$ cat src/rtl/serial_addsub.sv
// Bit-serial add/subtract unit: one full-adder/subtractor slice, LSB first,
// WIDTH cycles per operation plus one DONE cycle.
module serial_addsub #(
    parameter int WIDTH = 8
) (
    input  logic             clk,
    input  logic             rst_n,
    input  logic             start,
    input  logic             mode,
    input  logic [WIDTH-1:0] a,
    input  logic [WIDTH-1:0] b,
    output logic             busy,
    output logic             done,
    output logic [WIDTH-1:0] result,
    output logic             cbo,
    output logic             ovf
);

    localparam int CW = (WIDTH > 1) ? $clog2(WIDTH) : 1;
    localparam logic [CW-1:0] LAST = CW'(WIDTH - 1);

    typedef enum logic [1:0] {
        IDLE,
        RUN,
        DONE
    } state_t;

    state_t           state_q, state_d;
    logic [WIDTH-1:0] sa_q, sa_d;
    logic [WIDTH-1:0] sb_q, sb_d;
    logic [WIDTH-1:0] sr_q, sr_d;
    logic [WIDTH-1:0] result_q, result_d;
    logic [CW-1:0]    cnt_q, cnt_d;
    logic             m_q, m_d;
    logic             cb_q, cb_d;
    logic             amsb_q, amsb_d;
    logic             bmsb_q, bmsb_d;
    logic             cbo_q, cbo_d;
    logic             ovf_q, ovf_d;

    logic             x, y, s, cb_next;
    logic [WIDTH-1:0] sr_next;

    always_comb begin
        x       = sa_q[0];
        y       = sb_q[0];
        s       = x ^ y ^ cb_q;
        cb_next = m_q ? ((~x & y) | (cb_q & ~(x ^ y)))
                      : ((x & y) | (cb_q & (x ^ y)));
        sr_next = {s, sr_q[WIDTH-1:1]};

        state_d  = state_q;
        sa_d     = sa_q;
        sb_d     = sb_q;
        sr_d     = sr_q;
        result_d = result_q;
        cnt_d    = cnt_q;
        m_d      = m_q;
        cb_d     = cb_q;
        amsb_d   = amsb_q;
        bmsb_d   = bmsb_q;
        cbo_d    = cbo_q;
        ovf_d    = ovf_q;

        case (state_q)
            IDLE: begin
                if (start) begin
                    sa_d    = a;
                    sb_d    = b;
                    m_d     = mode;
                    amsb_d  = a[WIDTH-1];
                    bmsb_d  = b[WIDTH-1];
                    cb_d    = 1'b0;
                    cnt_d   = '0;
                    sr_d    = '0;
                    state_d = RUN;
                end
            end
            RUN: begin
                sa_d  = sa_q >> 1;
                sb_d  = sb_q >> 1;
                sr_d  = sr_next;
                cb_d  = cb_next;
                cnt_d = cnt_q + CW'(1);
                // The last slice result goes straight to the outputs on this edge,
                // so s is the result MSB used for overflow.
                if (cnt_q == LAST) begin
                    state_d  = DONE;
                    result_d = sr_next;
                    cbo_d    = cb_next;
                    ovf_d    = m_q ? ((amsb_q != bmsb_q) & (s != amsb_q))
                                   : ((amsb_q == bmsb_q) & (s != amsb_q));
                end
            end
            DONE: begin
                state_d = IDLE;
            end
            default: begin
                state_d = IDLE;
            end
        endcase
    end

    always_ff @(posedge clk or negedge rst_n) begin
        if (!rst_n) begin
            state_q  <= IDLE;
            sa_q     <= '0;
            sb_q     <= '0;
            sr_q     <= '0;
            result_q <= '0;
            cnt_q    <= '0;
            m_q      <= 1'b0;
            cb_q     <= 1'b0;
            amsb_q   <= 1'b0;
            bmsb_q   <= 1'b0;
            cbo_q    <= 1'b0;
            ovf_q    <= 1'b0;
        end else begin
            state_q  <= state_d;
            sa_q     <= sa_d;
            sb_q     <= sb_d;
            sr_q     <= sr_d;
            result_q <= result_d;
            cnt_q    <= cnt_d;
            m_q      <= m_d;
            cb_q     <= cb_d;
            amsb_q   <= amsb_d;
            bmsb_q   <= bmsb_d;
            cbo_q    <= cbo_d;
            ovf_q    <= ovf_d;
        end
    end

    assign busy   = (state_q != IDLE);
    assign done   = (state_q == DONE);
    assign result = result_q;
    assign cbo    = cbo_q;
    assign ovf    = ovf_q;

endmodule

$ cat config.mk
export PLATFORM = sky130hd
export DESIGN_NAME = serial_addsub
export DESIGN_NICKNAME = d
export VERILOG_FILES = /design/src/rtl/serial_addsub.sv
export SDC_FILE = /design/constraint.sdc
export NUM_CORES = 1
export LEC_CHECK = 0
export CORE_ASPECT_RATIO = 0.7
export CORE_MARGIN = 5
export CORE_UTILIZATION = 30
export DETAILED_ROUTE_END_ITERATION = 6
export HOLD_SLACK_MARGIN = 0.15
export PLACE_DENSITY = 0.47
export SLEW_MARGIN = 10
export SYNTH_ARGS = -nofsm -noshare
export SYNTH_HDL_FRONTEND = slang
export SYNTH_SLANG_ARGS = --single-unit
export TNS_END_PERCENT = 30
$ cat constraint.sdc
create_clock -name clk -period 2.1 [get_ports clk]
set_input_delay 0.525 -clock clk [delete_from_list [all_inputs] [get_ports clk]]
set_output_delay 0.525 -clock clk [all_outputs]
set_load 0.005 [all_outputs]
==> results of run 1 <==
[power groups by stage]
stage	combinational [mW]	clock [mW]	sequential (mW)
3_3_place_gp	1.15	0	1.35
5_1_grt	1.30	0.812	1.40
6_report	1.17	0.764	1.35
2_1_floorplan	0.812	0	1.32
4_1_cts	1.20	0.784	1.36
3_5_place_dp	1.18	0	1.37
[stage by stage]
step / util [%] / worst slack [ps] / cells
final: 39.0 / 89.4 / 259
after global routing: 39.0 / 15.5 / 259
after CTS: 39.0 / 71.9 / 259
after detailed placement: 36.7 / 52.0 / 251
after global placement: 36.7 / 148 / 251
after floorplan: - / 668 / 146
[routing by layer]
layer / vias to the layer above / share of wire (%) / wire [um] / track usage [%]
met3: 2 / 2.0 / 80 / 2.29
met4: 0 / 0.30 / 12 / 4.02
met5: - / 0 / 0 / 0
met2: 19 / 46 / 1830 / 17.4
met1: 604 / 51 / 2020 / 14.6
li1: 584 / - / - / -
[state kept, by name (all words and copies together), names as in the netlist]
name,cells
cnt_q,3
state_q,2
amsb_q,1
cbo,1
bmsb_q,1
m_q,1
cb_q,1
ovf,1
sb_q,8
sr_q,7
sa_q,8
result,8
[area by class of cell]
class,count,area (um2),area share (%)
tap,78,97.6,4.09
inverter,5,18.8,0.787
sequential,42,1050,44.0
clock buffer,5,68.8,2.88
clock inverter,3,68.8,2.88
timing repair buffer,36,355,14.9
multi-input combinational,90,726,30.4
[worst paths after layout]
path / slack, ps / start / endpoint
min in group clk: 490 / sa_q[2]$_DFFE_PN0P_ / sa_q[2]$_DFFE_PN0P_
worst max-delay path: 90 / state_q[0]$_DFFE_PN0P_ / busy
worst max register to register: 490 / state_q[0]$_DFFE_PN0P_ / sb_q[1]$_DFFE_PN0P_
max in group asynchronous: 1420 / rst_n / cb_q$_DFFE_PN0P_
worst min register to register: 490 / sa_q[2]$_DFFE_PN0P_ / sa_q[2]$_DFFE_PN0P_
worst min-delay path: 180 / rst_n / sr_q[6]$_DFFE_PN0P_
[layout by cell type, fill, tap and decap left out, drive strengths merged, types with 2 or more instances in the layout]
master and instances:
mux2 13, clkdlybuf4s50 30, fa 2, nor2b 4, a22oi 13, ha 2
mux2i 2, nand2 17, a22o 11, clkbuf 5, inv 5, a21oi 2
bufinv 2, dfrtp 42, buf 6, o21ai 16
[cell usage after synthesis (2+ instances only)]
cell type                 instances
sky130_fd_sc_hd__mux2_4           7
sky130_fd_sc_hd__buf_6            3
sky130_fd_sc_hd__inv_1            5
sky130_fd_sc_hd__mux2i_1          2
sky130_fd_sc_hd__nand2_1         17
sky130_fd_sc_hd__ha_1             2
sky130_fd_sc_hd__buf_2            4
sky130_fd_sc_hd__o21ai_1         16
sky130_fd_sc_hd__dfrtp_1         42
sky130_fd_sc_hd__nor2b_1          3
sky130_fd_sc_hd__a22o_1          11
sky130_fd_sc_hd__a22oi_1         13
sky130_fd_sc_hd__a21oi_1          2
sky130_fd_sc_hd__mux2_1           5
sky130_fd_sc_hd__fa_1             2
[logic make-up (layout without fill, tap and decap cells)]
| family | after synthesis | count (layout) | share of synthesized area (%) |
|---|---|---|---|
| AOI/OAI and AO/OA | 44 | 44 | 16.7 |
| DFF | 42 | 42 | 56.5 |
| and+or+nand+nor | 26 | 26 | 7.94 |
| xor gates and xnor gates | 1 | 1 | 0.471 |
| muxes | 15 | 15 | 10.4 |
| buffers and inverters | 14 | 49 | 4.51 |
| adders and majority gates | 4 | 4 | 3.50 |
==> results.json, run 1 <==
{
  "status": "finished, final reports clean",
  "setup.worst_path.end_class": "primary output",
  "number_of_cells_on_the_worst_reg_to_reg_path": 4,
  "gp_congestion": 0.745,
  "internal_power_mw": 2.28,
  "drv_cap": 0,
  "grt_antenna_before_repair": 0,
  "synth-edff-count": 0,
  "period_minus_slack_ps": 2010,
  "worst_path_max_delay_cell": "sky130_fd_sc_hd__dfrtp_1",
  "std_cell_rows": 24,
  "worst-endpoint-required_ps": 1570,
  "cts_inserted_buffers": 5,
  "synth.yosys.warnings": 0,
  "netlist.area_leader.share_pct": 56.5,
  "final.hold.worst_slack_ps": 183,
  "asyncSetResetFlopFracSynth_pct": 100,
  "power_density_nw_per_um2": 1380,
  "power.share.clock_pct": 23.2,
  "setup.worst_path.class": "register to primary output",
  "grt_first_pass_wirelength_um": 6780,
  "critical_path_cell_list": "or2_4 -> clkdlybuf4s50_1",
  "wirelength_um": 3940,
  "ys_seq_area_share_pct": 56.5,
  "drt_pre_antenna_iters": 5,
  "slew_violations": 0,
  "num_antenna_cells": 0,
  "vdd_drop_max_mv": 0.334,
  "final_area_um2": 2390,
  "die_area_um2": 7900,
  "report.final.hold_viol_count": 0,
  "num-nets-final": 204,
  "cts.path.max_buffers": 2,
  "grt_setup_unrepaired": "false",
  "yosys-top-cells-area": "sky130_fd_sc_hd__dfrtp_1 (56%), sky130_fd_sc_hd__mux2_4 (5.6%), sky130_fd_sc_hd__a22oi_1 (5.2%)",
  "coreArea_um2": 6130,
  "post_synthesis_cells": 146,
  "critical_path_buf_inv_count": 1,
  "clk-insertion-delay-late_ps": 290,
  "die-height_um": 75.9,
  "sw_power_mw": 1.01,
  "critical_path_depth": 2,
  "synth.net_count": 170,
  "timing.hold.worst.class": "input port to asynchronous set/reset pin",
  "worst_setup_hold_path_clk_slew_ps": 80,
  "route.detailed.vias_per_inst": 4.67,
  "global_route.usage.total_pct": 10.8,
  "setup-violations-final": 0,
  "finalPower_mw": 3.29,
  "yosys_register_bits": 42,
  "fillerInstances": 607,
  "postRouteAntennaNets": 0,
  "first_iter_violations": 30,
  "crit_path_max_incr_delay_ps": 460,
  "hold_buffers": 0,
  "ys_types": 27,
  "cts_tree": "yes",
  "share_seq_of_total_power_pct": 41.1,
  "detail_route.wl_per_cell_um": 15.2,
  "grt_max_degree": 24,
  "final_min_period_over_clock_period_pct": 95.7,
  "worstMarginPinSlew_ps": 576,
  "cts_h_tree_depth": 2,
  "drcViolationCount": 0,
  "leakage_nw": 1.07,
  "die_width_um": 104,
  "routed-via-count": 1209,
  "placedInstanceArea_um2": 2250,
  "initial_core_util_pct": 30.4,
  "yosys.area.top_type": "sky130_fd_sc_hd__dfrtp_1",
  "cts.sink_count": 42,
  "fmaxAchievable_mhz": 497,
  "total_negative_slack_for_setup_checks_ps": 0,
  "crit_path_arrival_time_ps": 1490,
  "startpoint_type": "register",
  "overflow": 0,
  "post_cts.resized_instances": 0,
  "drive_gt1_share_pct": 14.9,
  "critical_path.max_fanout": 7,
  "dp.final_hpwl_um": 2790,
  "io-pin-count": 32,
  "portBuffers": 31,
  "power.share.switching_pct": 30.8,
  "synth_area_per_cell_um2": 12.7,
  "area_growth_syn_to_layout_pct": 28.2,
  "fin_worst_skew_ps": 4.78,
  "cts_setup_buffers": 0,
  "netlist_area_um2": 1860,
  "power_frac_comb_pct": 35.7,
  "crit_family": "flip-flops",
  "slew_headroom_pct": 61.4,
  "first_global_vias": 1336,
  "synth_ff_type": "sky130_fd_sc_hd__dfrtp_1",
  "cts_root_buf": "sky130_fd_sc_hd__clkbuf_8"
}
(Power assumes the default switching activity.)
==> run 2: changes to the inputs <==
--- a/config.mk
+++ b/config.mk
@@ -11,7 +11,7 @@
 export DETAILED_ROUTE_END_ITERATION = 6
 export HOLD_SLACK_MARGIN = 0.15
 export PLACE_DENSITY = 0.47
-export SLEW_MARGIN = 10
+export SLEW_MARGIN = 30
 export SYNTH_ARGS = -nofsm -noshare
 export SYNTH_HDL_FRONTEND = slang
 export SYNTH_SLANG_ARGS = --single-unit
==> results of run 2 <==
Same layout as run 1: the final DEF is identical, and so are final timing and power.
==> run 3: changes to the inputs <==
--- a/config.mk
+++ b/config.mk
@@ -5,12 +5,15 @@
 export SDC_FILE = /design/constraint.sdc
 export NUM_CORES = 1
 export LEC_CHECK = 0
-export CORE_ASPECT_RATIO = 0.7
+export CELL_PAD_IN_SITES_DETAIL_PLACEMENT = 0
+export CELL_PAD_IN_SITES_GLOBAL_PLACEMENT = 1
+export CORE_ASPECT_RATIO = 2
 export CORE_MARGIN = 5
 export CORE_UTILIZATION = 30
 export DETAILED_ROUTE_END_ITERATION = 6
 export HOLD_SLACK_MARGIN = 0.15
-export PLACE_DENSITY = 0.47
+export MAX_ROUTING_LAYER = met4
+export PLACE_DENSITY = 0.56
 export SLEW_MARGIN = 30
 export SYNTH_ARGS = -nofsm -noshare
 export SYNTH_HDL_FRONTEND = slang
==> run 3 against run 2 <==
- routed wire length down 3.8%
- via count increased by 4.0%
- worst hold slack improved by 130 ps
- fmax grew 4.3%
==> results.json, run 3 (synthesis results as in run 1) <==
{
  "status": "finished, final reports clean",
  "final_min_period_over_clock_period_pct": 91.8,
  "startpoint_type": "register",
  "first_global_vias": 1323,
  "grt_setup_unrepaired": "false",
  "crit_path_arrival_time_ps": 1400,
  "grt_max_degree": 43,
  "crit_path_max_incr_delay_ps": 460,
  "coreArea_um2": 6010,
  "dp.final_hpwl_um": 2750,
  "cts_inserted_buffers": 5,
  "first_iter_violations": 30,
  "die_width_um": 65.7,
  "hold_buffers": 0,
  "worstMarginPinSlew_ps": 549,
  "setup.worst_path.end_class": "primary output",
  "portBuffers": 31,
  "cts_tree": "yes",
  "critical_path.max_fanout": 4,
  "worst-endpoint-required_ps": 1570,
  "period_minus_slack_ps": 1930,
  "timing.reg2reg.setup_slack_ps": 610,
  "worst_setup_hold_path_clk_slew_ps": 60,
  "cts.path.max_buffers": 2,
  "drv_cap": 0,
  "die-height_um": 121,
  "global_route.usage.total_pct": 10.7,
  "drive_gt1_share_pct": 15.4,
  "finalPower_mw": 3.39,
  "leakage_nw": 1.09,
  "slew_headroom_pct": 63.2,
  "final.setup.worst_slack_ps": 173,
  "initial_core_util_pct": 31.0,
  "report.final.hold_viol_count": 0,
  "num-nets-final": 206,
  "pre_cts_ws_ps": 82.5,
  "post_cts.resized_instances": 0,
  "finalCoreUtilization_pct": 40.0,
  "timing.hold.worst.class": "input port to asynchronous set/reset pin",
  "cts_root_buf": "sky130_fd_sc_hd__clkbuf_16",
  "wirelength_um": 3790,
  "cts.sink_count": 42,
  "slew_violations": 0,
  "routed-via-count": 1257,
  "most_frequent_standard_cell_in_the_layout_excluding_fill_and_tap_cells": "sky130_fd_sc_hd__dfrtp_1",
  "cts_h_tree_depth": 2,
  "fmaxAchievable_mhz": 519,
  "detail_route.wl_per_cell_um": 15.5,
  "die_area_um2": 7970,
  "std_cell_rows": 40,
  "gp_congestion": 0.751,
  "postRouteAntennaNets": 0,
  "worst_path_max_delay_cell": "sky130_fd_sc_hd__clkdlybuf4s50_1",
  "area_growth_syn_to_layout_pct": 29.1,
  "number_of_cells_on_the_worst_reg_to_reg_path": 4,
  "drcViolationCount": 0,
  "cts_setup_buffers": 0,
  "drt_pre_antenna_iters": 4,
  "critical_path_cell_list": "or2_4 -> clkdlybuf4s50_1",
  "layout.cells.most_common_list": "sky130_fd_sc_hd__dfrtp_1 (42), sky130_fd_sc_hd__clkdlybuf4s50_1 (30), sky130_fd_sc_hd__nand2_1 (17)",
  "overflow": 0,
  "grt_antenna_before_repair": 0,
  "setup.worst_path.start": "state_q[0]$_DFFE_PN0P_",
  "route.detailed.vias_per_inst": 5.13,
  "clk-insertion-delay-late_ps": 280,
  "vdd_drop_max_mv": 0.526,
  "worst_setup_path_endpoint": "busy",
  "r2r_end": "result[1]$_DFFE_PN0P_",
  "crit-reg2reg-launch": "cnt_q[0]$_DFFE_PN0P_",
  "num_antenna_cells": 0,
  "setup.worst_path.class": "register to primary output",
  "total_negative_slack_for_setup_checks_ps": 0,
  "grt_first_pass_wirelength_um": 6370,
  "power_density_nw_per_um2": 1410,
  "fin_worst_skew_ps": 3.89,
  "io-pin-count": 32,
  "setup-violations-final": 0
}
## run 3: worst min-delay path by stage
stage	cells after the start	end	start	slack (ps)
final	2	result[6]$_DFFE_PN0P_	rst_n	320
after detailed placement	2	ovf$_DFFE_PN0P_	ovf$_DFFE_PN0P_	480
after floorplan	0	amsb_q$_DFFE_PN0P_	rst_n	230
after global routing	2	amsb_q$_DFFE_PN0P_	rst_n	390
after CTS	2	amsb_q$_DFFE_PN0P_	rst_n	340
after global placement	2	sb_q[4]$_DFFE_PN0P_	sb_q[4]$_DFFE_PN0P_	470
## run 3: where the power goes
part	switching [mW]	internal [mW]	total, mW
combinational	0.487	0.675	1.16
sequential	0.209	1.14	1.35
clock	0.294	0.586	0.880
## run 3: routing by layer
layer	vias to the layer above	share of wire [%]	GRT usage, %
li1	590	-	-
met1	623	41	12.0
met2	37	53	17.9
met3	7	3.8	2.50
met4	0	1.9	4.68
met5	-	0	-
## run 3: worst max-delay path, delay by kind of cell (launching register included)
kind / cells / cell delay (ps)
simple gates: 1 / 260
buf+inv: 1 / 460
flops: 1 / 410
## run 3: area by class of cell
| type | count | area, um2 |
|---|---|---|
| inverters | 5 | 18.8 |
| flip-flops and latches | 42 | 1050 |
| clock inverters | 1 | 30.0 |
| well taps | 63 | 78.8 |
| fillers | 567 | 3600 |
| multi-input cells | 90 | 726 |
| repair buffers | 38 | 358 |
| clock buffers | 6 | 139 |
## run 3: through the flow
| step | hold WS (ps) | cell area (um2) | cells |
|---|---|---|---|
| 5_1_grt | 390 | 2400 | 245 |
| 2_1_floorplan | 229 | 1860 | 146 |
| 6_report | 315 | 2400 | 245 |
| 3_3_place_gp | 469 | 2230 | 238 |
| 3_5_place_dp | 479 | 2230 | 238 |
| 4_1_cts | 340 | 2400 | 245 |
